--- src/rtl/mem_port_arbiter_if.sv ---
// Requester and memory-side signal bundle for mem_port_arbiter.
// The arbiter takes the slave view; the environment takes the master view.
`ifndef ISIZE
`define ISIZE 16
`endif
`ifndef DSIZE
`define DSIZE 16
`endif

interface mem_port_arbiter_if;
   logic              a_req;
   logic [`ISIZE-1:0] a_addr;
   logic              a_gnt;
   logic              a_rvalid;
   logic [`DSIZE-1:0] a_rdata;

   logic              b_req;
   logic              b_wen;
   logic [`ISIZE-1:0] b_addr;
   logic [`DSIZE-1:0] b_wdata;
   logic              b_gnt;
   logic              b_rvalid;
   logic [`DSIZE-1:0] b_rdata;

   logic              mem_wen;
   logic [`ISIZE-1:0] mem_addr;
   logic [`DSIZE-1:0] mem_wdata;
   logic [`DSIZE-1:0] mem_rdata;

   modport slave (
      input  a_req, a_addr,
      input  b_req, b_wen, b_addr, b_wdata,
      input  mem_rdata,
      output a_gnt, a_rvalid, a_rdata,
      output b_gnt, b_rvalid, b_rdata,
      output mem_wen, mem_addr, mem_wdata
   );

   modport master (
      output a_req, a_addr,
      output b_req, b_wen, b_addr, b_wdata,
      output mem_rdata,
      input  a_gnt, a_rvalid, a_rdata,
      input  b_gnt, b_rvalid, b_rdata,
      input  mem_wen, mem_addr, mem_wdata
   );
endinterface

--- src/rtl/mem_port_arbiter.sv ---
// Round-robin arbiter sharing one single-port memory between fetch (A)
// and load/store (B), with a post-reset hold-off window.
`ifndef ISIZE
`define ISIZE 16
`endif
`ifndef DSIZE
`define DSIZE 16
`endif

module mem_port_arbiter #(
   parameter int INIT_CYCLES = 2,
   parameter int CNT_W       = 16
) (
   input  logic             clk,
   input  logic             rst,
   mem_port_arbiter_if.slave bus,
   output logic             ready,
   output logic [CNT_W-1:0] conflict_cnt
);

   localparam int INIT_W = (INIT_CYCLES > 1) ? $clog2(INIT_CYCLES) : 1;
   localparam logic [INIT_W-1:0] INIT_LAST =
      INIT_W'((INIT_CYCLES > 0) ? INIT_CYCLES - 1 : 0);

   typedef enum logic {
      S_INIT,
      S_RUN
   } state_t;

   // A zero-length window skips INIT so the first grant follows reset directly.
   localparam state_t RST_STATE = (INIT_CYCLES == 0) ? S_RUN : S_INIT;

   state_t            state;
   state_t            state_nx;
   logic [INIT_W-1:0] init_cnt;
   logic [INIT_W-1:0] init_cnt_nx;
   logic              prio;
   logic              prio_nx;
   logic              a_gnt;
   logic              b_gnt;
   logic              conflict;
   logic              a_rv_q;
   logic              b_rv_q;

   always_ff @(posedge clk) begin
      if (rst) begin
         state        <= RST_STATE;
         init_cnt     <= '0;
         prio         <= 1'b0;
         a_rv_q       <= 1'b0;
         b_rv_q       <= 1'b0;
         conflict_cnt <= '0;
      end else begin
         state    <= state_nx;
         init_cnt <= init_cnt_nx;
         prio     <= prio_nx;
         a_rv_q   <= a_gnt;
         b_rv_q   <= b_gnt && !bus.b_wen;
         if (conflict && !(&conflict_cnt))
            conflict_cnt <= conflict_cnt + 1'b1;
      end
   end

   always_comb begin
      state_nx    = state;
      init_cnt_nx = init_cnt;
      prio_nx     = prio;
      a_gnt       = 1'b0;
      b_gnt       = 1'b0;
      conflict    = 1'b0;
      ready       = 1'b0;
      unique case (state)
         S_INIT: begin
            init_cnt_nx = init_cnt + 1'b1;
            if (init_cnt == INIT_LAST) begin
               state_nx    = S_RUN;
               init_cnt_nx = '0;
            end
         end
         S_RUN: begin
            ready    = 1'b1;
            conflict = bus.a_req && bus.b_req;
            // prio=0 favours A, prio=1 favours B on a conflict
            a_gnt    = bus.a_req && (!bus.b_req || !prio);
            b_gnt    = bus.b_req && !a_gnt;
            if (a_gnt)
               prio_nx = 1'b1;
            else if (b_gnt)
               prio_nx = 1'b0;
         end
         default: state_nx = RST_STATE;
      endcase
   end

   always_comb begin
      bus.mem_wen   = 1'b0;
      bus.mem_addr  = '0;
      bus.mem_wdata = '0;
      unique case (1'b1)
         a_gnt: begin
            bus.mem_addr = bus.a_addr;
         end
         b_gnt: begin
            bus.mem_addr  = bus.b_addr;
            bus.mem_wen   = bus.b_wen;
            bus.mem_wdata = bus.b_wdata;
         end
         default: ;
      endcase
   end

   assign bus.a_gnt    = a_gnt;
   assign bus.b_gnt    = b_gnt;
   assign bus.a_rvalid = a_rv_q;
   assign bus.b_rvalid = b_rv_q;
   // Memory output already reflects last cycle's registered address.
   assign bus.a_rdata  = bus.mem_rdata;
   assign bus.b_rdata  = bus.mem_rdata;

endmodule

--- src/flat_wrapper.sv ---
// flat-port wrapper written by rule: the top's interface ports become plain ports
module mem_port_arbiter_flat 
#(
   parameter int INIT_CYCLES = 2,
   parameter int CNT_W       = 16
)
  (clk, rst, ready, conflict_cnt, bus_a_req, bus_a_addr, bus_b_req, bus_b_wen, bus_b_addr, bus_b_wdata, bus_mem_rdata, bus_a_gnt, bus_a_rvalid, bus_a_rdata, bus_b_gnt, bus_b_rvalid, bus_b_rdata, bus_mem_wen, bus_mem_addr, bus_mem_wdata);
  mem_port_arbiter_if bus_i ();
  input  logic clk;
  input  logic rst;
  output logic ready;
  output logic [CNT_W-1:0] conflict_cnt;
  input wire logic [$bits(bus_i.a_req)-1:0] bus_a_req;
  input wire logic [$bits(bus_i.a_addr)-1:0] bus_a_addr;
  input wire logic [$bits(bus_i.b_req)-1:0] bus_b_req;
  input wire logic [$bits(bus_i.b_wen)-1:0] bus_b_wen;
  input wire logic [$bits(bus_i.b_addr)-1:0] bus_b_addr;
  input wire logic [$bits(bus_i.b_wdata)-1:0] bus_b_wdata;
  input wire logic [$bits(bus_i.mem_rdata)-1:0] bus_mem_rdata;
  output wire logic [$bits(bus_i.a_gnt)-1:0] bus_a_gnt;
  output wire logic [$bits(bus_i.a_rvalid)-1:0] bus_a_rvalid;
  output wire logic [$bits(bus_i.a_rdata)-1:0] bus_a_rdata;
  output wire logic [$bits(bus_i.b_gnt)-1:0] bus_b_gnt;
  output wire logic [$bits(bus_i.b_rvalid)-1:0] bus_b_rvalid;
  output wire logic [$bits(bus_i.b_rdata)-1:0] bus_b_rdata;
  output wire logic [$bits(bus_i.mem_wen)-1:0] bus_mem_wen;
  output wire logic [$bits(bus_i.mem_addr)-1:0] bus_mem_addr;
  output wire logic [$bits(bus_i.mem_wdata)-1:0] bus_mem_wdata;
  assign bus_i.a_req = bus_a_req;
  assign bus_i.a_addr = bus_a_addr;
  assign bus_i.b_req = bus_b_req;
  assign bus_i.b_wen = bus_b_wen;
  assign bus_i.b_addr = bus_b_addr;
  assign bus_i.b_wdata = bus_b_wdata;
  assign bus_i.mem_rdata = bus_mem_rdata;
  assign bus_a_gnt = bus_i.a_gnt;
  assign bus_a_rvalid = bus_i.a_rvalid;
  assign bus_a_rdata = bus_i.a_rdata;
  assign bus_b_gnt = bus_i.b_gnt;
  assign bus_b_rvalid = bus_i.b_rvalid;
  assign bus_b_rdata = bus_i.b_rdata;
  assign bus_mem_wen = bus_i.mem_wen;
  assign bus_mem_addr = bus_i.mem_addr;
  assign bus_mem_wdata = bus_i.mem_wdata;
  mem_port_arbiter #(.INIT_CYCLES(INIT_CYCLES), .CNT_W(CNT_W)) u_core (.clk(clk), .rst(rst), .bus(bus_i), .ready(ready), .conflict_cnt(conflict_cnt));
endmodule
--- config.mk ---
export PLATFORM = sky130hd
export DESIGN_NAME = mem_port_arbiter_flat
export DESIGN_NICKNAME = d
export VERILOG_FILES = /design/src/rtl/mem_port_arbiter_if.sv /design/src/rtl/mem_port_arbiter.sv /design/src/flat_wrapper.sv
export SDC_FILE = /design/constraint.sdc
export NUM_CORES = 1
export LEC_CHECK = 0
export ABC_AREA = 1
export CAP_MARGIN = 20
export CORE_UTILIZATION = 31
export CTS_CLUSTER_DIAMETER = 80
export DETAILED_ROUTE_END_ITERATION = 8
export HOLD_SLACK_MARGIN = 0.1
export PLACE_DENSITY = 0.81
export SLEW_MARGIN = 20
export SYNTH_ARGS = -nofsm -noshare
export SYNTH_HDL_FRONTEND = slang
export SYNTH_SLANG_ARGS = --single-unit
--- constraint.sdc ---
create_clock -name clk -period 1.9 [get_ports clk]
set_input_delay 0.475 -clock clk [delete_from_list [all_inputs] [get_ports clk]]
set_output_delay 0.475 -clock clk [all_outputs]
set_load 0.01 [all_outputs]
==> metrics.txt, run 1 <==
static leakage 0.00122 uW; Ys Warns 0; P_sw 304 uW; top-count cell post-synth nor2_1; Hold WC Path Type flip-flop to flip-flop; Max-Cap Viols 0; TritonCTS Buffers 3; cts hold-fix bufs 0; post-synthesis cell type count 29; antenna-violating nets left 0; Final Hold Viols 0; RSZ-0062 raised after global routing true; combinational share of power 0.305; top cell type's share of synthesized area 0.246; Final setup viols 7; Setup Crit Path Kind flip-flop to output port; async set-reset flop share out of synthesis 0; Worst-path clk slew 80 ps; Core Region 5200 um2; Worst-Skew Late Latency 260 ps; Initial DRC Count 60; Die Ht 76.3 um; initial antenna violation count 0; CTS tree done; vias in the first global route 1741; post-synthesis cell count 265; sequential share of power 0.420; Max Root-Sink Buffers 2; pwr/cell area 408 nW/um2; Internal 798 uW; setup TNS -209 ps; post-synth top area cell dfxtp_1; Final WS setup -46.2 ps; fin crit share 1.02; failing checks setup timing; CP max FO 6; Sw Ratio 0.276; DRC Markers 0; clock power share 0.275; vias 1920; dpl hpwl 4.04 mm; Crit path arrival time 1470 ps; required time of the critical path 1420 ps; vias per cell 4.49; Final Max Slew Viols 0; Synth area leaders dfxtp_1, buf_4, nor2_1, nand2_1, a22o_1; status complete, but fails checks; Initial Util 0.329; Syn Area/Cell 6.46 um2; Synthesized Nets 335; CTS H-tree lvls 1; largest net degree at the start of global routing 20; GPL Wtd Cong 0.843; Synth top cells by count nor2_1, nand2_1, buf_4, inv_1, dfxtp_1; die width 76.3 um; Slew HR 0.734; Area Growth Syn to Fin 57.7%; global-route wire length before repair 8.38 mm; num rows 26; antenna fix cells 0; placed cell area 2650 um2; critical path endpoint category output port; drt first pass iters 4; share of layout cells above drive strength 1 0.201; CTS sink cnt 21; number of synthesized register bits 21; dominant synthesized flop cell dfxtp_1; Setup Skew 2.39 ps; worst slew pin tran 399 ps; pre-CTS setup slack -710 ps; gr usage total 0.177; Buffers on Ports 106; cell area after synthesis 1710 um2; wire length per cell 12.6 um; Peak VDD IR 464 uV; final instance area 2700 um2; post-synthesis sequential area ratio 0.246; Top-Level Pins 155; grt total ovfl 0; Tmin final 1950 ps; Die ar. 5820 um2; Root Buffer clkbuf_8; Total Wirelength 5.40 mm; WHS 461 ps; fmax 0.514 GHz; Post-synth EDFFs 0; type of origin of the critical path flip-flop; nets@finish 429
==> sequential cells by signal (all words and copies together), names as in the netlist <==
register	cells
u_core.state	1
u_core.prio	1
u_core.conflict_cnt	16
u_core.bus.b_rvalid	1
u_core.bus.a_rvalid	1
u_core.init_cnt	1
==> repair_timing <==
action,4_1_cts,5_1_grt
setup buffers,7,3
resized for setup,89,34
pin swaps,3,2
cloned,2,0
setup endpoints to repair,35,31
==> cell type report <==
class,instances,area (um2)
timing repair inverter,2,15.0
fill,511,2500
inverter,35,135
multi-input combinational,170,893
clock inverter,1,5.00
timing repair buffer,126,1100
sequential,21,423
clock buffer,3,41.3
tap,70,87.6
==> power by group through the flow <==
stage                     sequential [uW]  combinational, uW  clock [uW]
after floorplan                       475                175           0
after global placement                472                318           0
after detailed placement              473                324           0
after CTS                             464                327         309
after global routing                  465                360         322
final                                 463                336         303
==> worst paths after layout <==
path	startpoint	endpoint	slack, ps	cells past startpoint
min reg2reg	u_core.init_cnt	u_core.init_cnt	460	2
max	u_core.state	bus_mem_addr[0]	-50	7
min	u_core.init_cnt	u_core.init_cnt	460	2
max reg2reg	u_core.conflict_cnt[0]	u_core.conflict_cnt[0]	360	7
==> metrics by stage <==
| step | total power (uW) | utilization | std cells |
|---|---|---|---|
| after global routing | 1150 | 0.519 | 428 |
| after floorplan | 650 | - | 265 |
| after global placement | 791 | 0.510 | 412 |
| after CTS | 1100 | 0.525 | 425 |
| after detailed placement | 797 | 0.510 | 412 |
| final | 1100 | 0.519 | 428 |
==> critical path: stages (launching register included) <==
cell and delay, ps:
dfxtp_2 330, nand2_2 70, inv_2 50, nand2_4 100, clkinvlp_4 150, buf_4 170, a22o_1 200, buf_2 130
==> layout by cell type (no fill, tap or decap), types with 6 or more instances in the layout <==
cell type / n
clkdlybuf4s50_1: 69
buf_4: 14
nand2_1: 46
dfxtp_1: 19
clkdlybuf4s15_1: 8
a21oi_1: 13
clkbuf_2: 15
inv_1: 32
buf_2: 11
a22o_1: 16
nor2_1: 55
buf_6: 6
nand3_1: 12
==> metal layers <==
metal | share of wire | global-route usage | routed length, um
met1 | 0.43 | 0.217 | 2340
met2 | 0.49 | 0.301 | 2640
met3 | 0.058 | 0.0323 | 312
met4 | 0.019 | 0.0750 | 102
met5 | 0 | 0 | 0
==> cell families after synthesis <==
logic type | after synthesis | synth area share
AO/OA/AOI/OAI | 35 | 0.144
AND/OR/NAND/NOR | 132 | 0.352
buffers and inverters | 74 | 0.241
XOR/XNOR | 2 | 0.0102
flip-flops | 21 | 0.246
adder cells (fa/ha/maj) | 1 | 0.00731
Power figures use the tool's default switching activity.
==> run 2: changes to the inputs <==
--- a/config.mk
+++ b/config.mk
@@ -7,11 +7,13 @@
 export LEC_CHECK = 0
 export ABC_AREA = 1
 export CAP_MARGIN = 20
-export CORE_UTILIZATION = 31
+export CELL_PAD_IN_SITES_DETAIL_PLACEMENT = 0
+export CELL_PAD_IN_SITES_GLOBAL_PLACEMENT = 1
+export CORE_UTILIZATION = 19
 export CTS_CLUSTER_DIAMETER = 80
 export DETAILED_ROUTE_END_ITERATION = 8
 export HOLD_SLACK_MARGIN = 0.1
-export PLACE_DENSITY = 0.81
+export PLACE_DENSITY = 0.8
 export SLEW_MARGIN = 20
 export SYNTH_ARGS = -nofsm -noshare
 export SYNTH_HDL_FRONTEND = slang
==> run 2 against run 1 <==
The flow still finishes with violations (setup timing). Non-clock buffer count grew 3. Largest power group unchanged. First-iteration DRC count shrank 53%. Power grew 3.7%. Highest routed layer unchanged. Combinational power grew 4%. Via count grew 2.0%. Sequential share of layout area shrank 0.45 points. Routed wire length grew 14%. Clock-buffer cell count is the same. Critical endpoint is now bus_mem_addr[3]. Clock skew grew 6.7 ps. Register-to-register slack lost 220 ps. Worst setup slack lost 1.2 ps.
==> metrics.txt, run 2 (synthesis results as in run 1) <==
Core Region 8720 um2 (was 5200 um2); largest net degree at the start of global routing 20 (unchanged); DRC Markers 0 (unchanged); antenna-violating nets left 0 (unchanged); Worst-path clk slew 90 ps (was 80 ps); Die Ht 96.9 um (was 76.3 um); Setup Skew 9.11 ps (was 2.39 ps); grt total ovfl 0 (unchanged); num rows 34 (was 26); fmax 0.514 GHz (about the same); vias 1959 (was 1920); Hold Crit Start u_core.init_cnt (unchanged); vias in the first global route 2011 (was 1741); Final Core Density 0.319 (was 0.519); global-route wire length before repair 9.80 mm (was 8.38 mm); Worst-Skew Late Latency 270 ps (was 260 ps); Initial Util 0.196 (was 0.329); cell family with the largest share of critical-path delay buffers and inverters (unchanged); gr usage total 0.128 (was 0.177); reg-to-reg setup timing slack 140 ps (was 360 ps); Final WS setup -47.4 ps (was -46.2 ps); final instance area 2780 um2 (was 2700 um2); fin crit share 1.02 (about the same); Final Hold Viols 0 (unchanged); failing checks setup timing (unchanged); Final setup viols 5 (was 7); WHS 465 ps (was 461 ps); drt first pass iters 4 (unchanged); GPL Wtd Cong 0.812 (was 0.843); most common cell after layout, fill and taps aside clkdlybuf4s50_1 (unchanged); vias per cell 4.18 (was 4.49); worst slew pin tran 428 ps (was 399 ps); crit-path cells nand2_2, nand2_4, clkinvlp_4, buf_6, a22o_1, buf_2 (was nand2_2, inv_2, nand2_4, clkinvlp_4, buf_4, a22o_1, buf_2); Final Max Slew Viols 0 (unchanged); share of layout cells above drive strength 1 0.238 (was 0.201); placed cell area 2700 um2 (was 2650 um2); crit-path max cell delay 360 ps (was 330 ps); Total Wirelength 6.17 mm (was 5.40 mm); CTS H-tree lvls 1 (unchanged); CTS tree done (unchanged); WP buf/inv 3 (was 4); Initial DRC Count 28 (was 60); Area Growth Syn to Fin 62.4% (was 57.7%); nets@finish 432 (was 429); Tmin final 1950 ps (about the same); dpl hpwl 4.60 mm (was 4.04 mm); Crit path arrival time 1470 ps (about the same); status complete, but fails checks (unchanged); Buffers on Ports 106 (unchanged); setup TNS -152 ps (was -209 ps); TritonCTS Buffers 3 (unchanged); Biggest register u_core.conflict_cnt (unchanged); CTS sink cnt 21 (unchanged); Max Root-Sink Buffers 2 (unchanged); wire length per cell 13.2 um (was 12.6 um); RSZ-0062 raised after global routing true (unchanged); Setup Crit Path Kind flip-flop to output port (unchanged); CP max FO 6 (unchanged); Hold WC Path Type flip-flop to flip-flop (unchanged); critical path endpoint category output port (unchanged); cts hold-fix bufs 0 (unchanged); pwr/cell area 411 nW/um2 (was 408 nW/um2); Worst path slowest cell dfxtp_2 (unchanged); commonest cells after routing, fill and taps aside clkdlybuf4s50_1, nor2_1, nand2_1 (unchanged); die width 96.9 um (was 76.3 um); Root Buffer clkbuf_8 (unchanged); Reg2Reg Launch Point u_core.state (was u_core.conflict_cnt[0]); CP Launch Point u_core.prio (was u_core.state); Die ar. 9390 um2 (was 5820 um2); Peak VDD IR 224 uV (was 464 uV); Max-Cap Viols 0 (unchanged); Top-Level Pins 155 (unchanged); antenna fix cells 0 (unchanged); Slew HR 0.714 (was 0.734); max FFs per register 16 (unchanged); DP Cell Count 450 (was 412); initial antenna violation count 0 (unchanged); fin cells 469 (was 428); static leakage 0.00126 uW (was 0.00122 uW); required time of the critical path 1420 ps (about the same); type of origin of the critical path flip-flop (unchanged)
==> run 2: changes by cell type in the layout (fill, tap and decap cells not counted), moves of 2 or more <==
cell	change
buf_2	+8
clkdlybuf4s15_1	-7
buf_6	+2
clkinv_2	-2
==> run 2: tightest hold or removal path, delay by kind of cell (launching register included) <==
family | cells | cell delay [ps]
flops | 1 | 320
buf+inv | 1 | 60
compound gates | 1 | 50
==> run 2: metal layers <==
| layer | GRT usage | wire (um) | vias to the layer above |
|---|---|---|---|
| li1 | - | - | 993 |
| met1 | 0.135 | 2390 | 871 |
| met2 | 0.256 | 3270 | 82 |
| met3 | 0.0325 | 438 | 13 |
| met4 | 0.0172 | 70 | 0 |
| met5 | 0 | 0 | - |
==> run 2: repair_timing <==
action / CTS / global route
setup buffers: 13 / 1
cloned: 2 / 0
hold endpoints to repair: 0 / 0
pin swaps: 3 / 6
setup endpoints to repair: 35 / 43
resized for setup: 110 / 40
==> run 2: power by group <==
group,internal [uW],switching (uW)
sequential,452,10.5
combinational,209,142
clock,149,180
==> run 2: path summary, 6_finish.rpt <==
kind | end | cells past startpoint
setup / recovery | bus_mem_addr[3] | 6
hold / removal | u_core.state | 2
setup reg to reg | u_core.conflict_cnt[15] | 13
hold reg to reg | u_core.state | 2
==> run 2: stage by stage <==
step	setup slack (ps)	total power [uW]
3_5_place_dp	-659	802
5_1_grt	-121	1210
3_3_place_gp	-635	799
4_1_cts	-57.5	1160
2_1_floorplan	185	650
6_report	-47.4	1140
==> run 2: area by class of cell <==
| type | instances | area, um2 |
|---|---|---|
| inverters | 35 | 136 |
| well taps | 108 | 135 |
| clock inverters | 1 | 7.51 |
| clock buffers | 3 | 41.3 |
| repair inverters | 2 | 15.0 |
| multi-input cells | 170 | 908 |
| flip-flops and latches | 21 | 423 |
| fillers | 967 | 5940 |
| repair buffers | 129 | 1110 |
==> run 3: changes to the inputs <==
--- a/config.mk
+++ b/config.mk
@@ -11,6 +11,7 @@
 export CELL_PAD_IN_SITES_GLOBAL_PLACEMENT = 1
 export CORE_UTILIZATION = 19
 export CTS_CLUSTER_DIAMETER = 80
+export CTS_CLUSTER_SIZE = 12
 export DETAILED_ROUTE_END_ITERATION = 8
 export HOLD_SLACK_MARGIN = 0.1
 export PLACE_DENSITY = 0.8
==> results of run 3 <==
The final DEF is identical to that of run 2; final timing and power are the same.
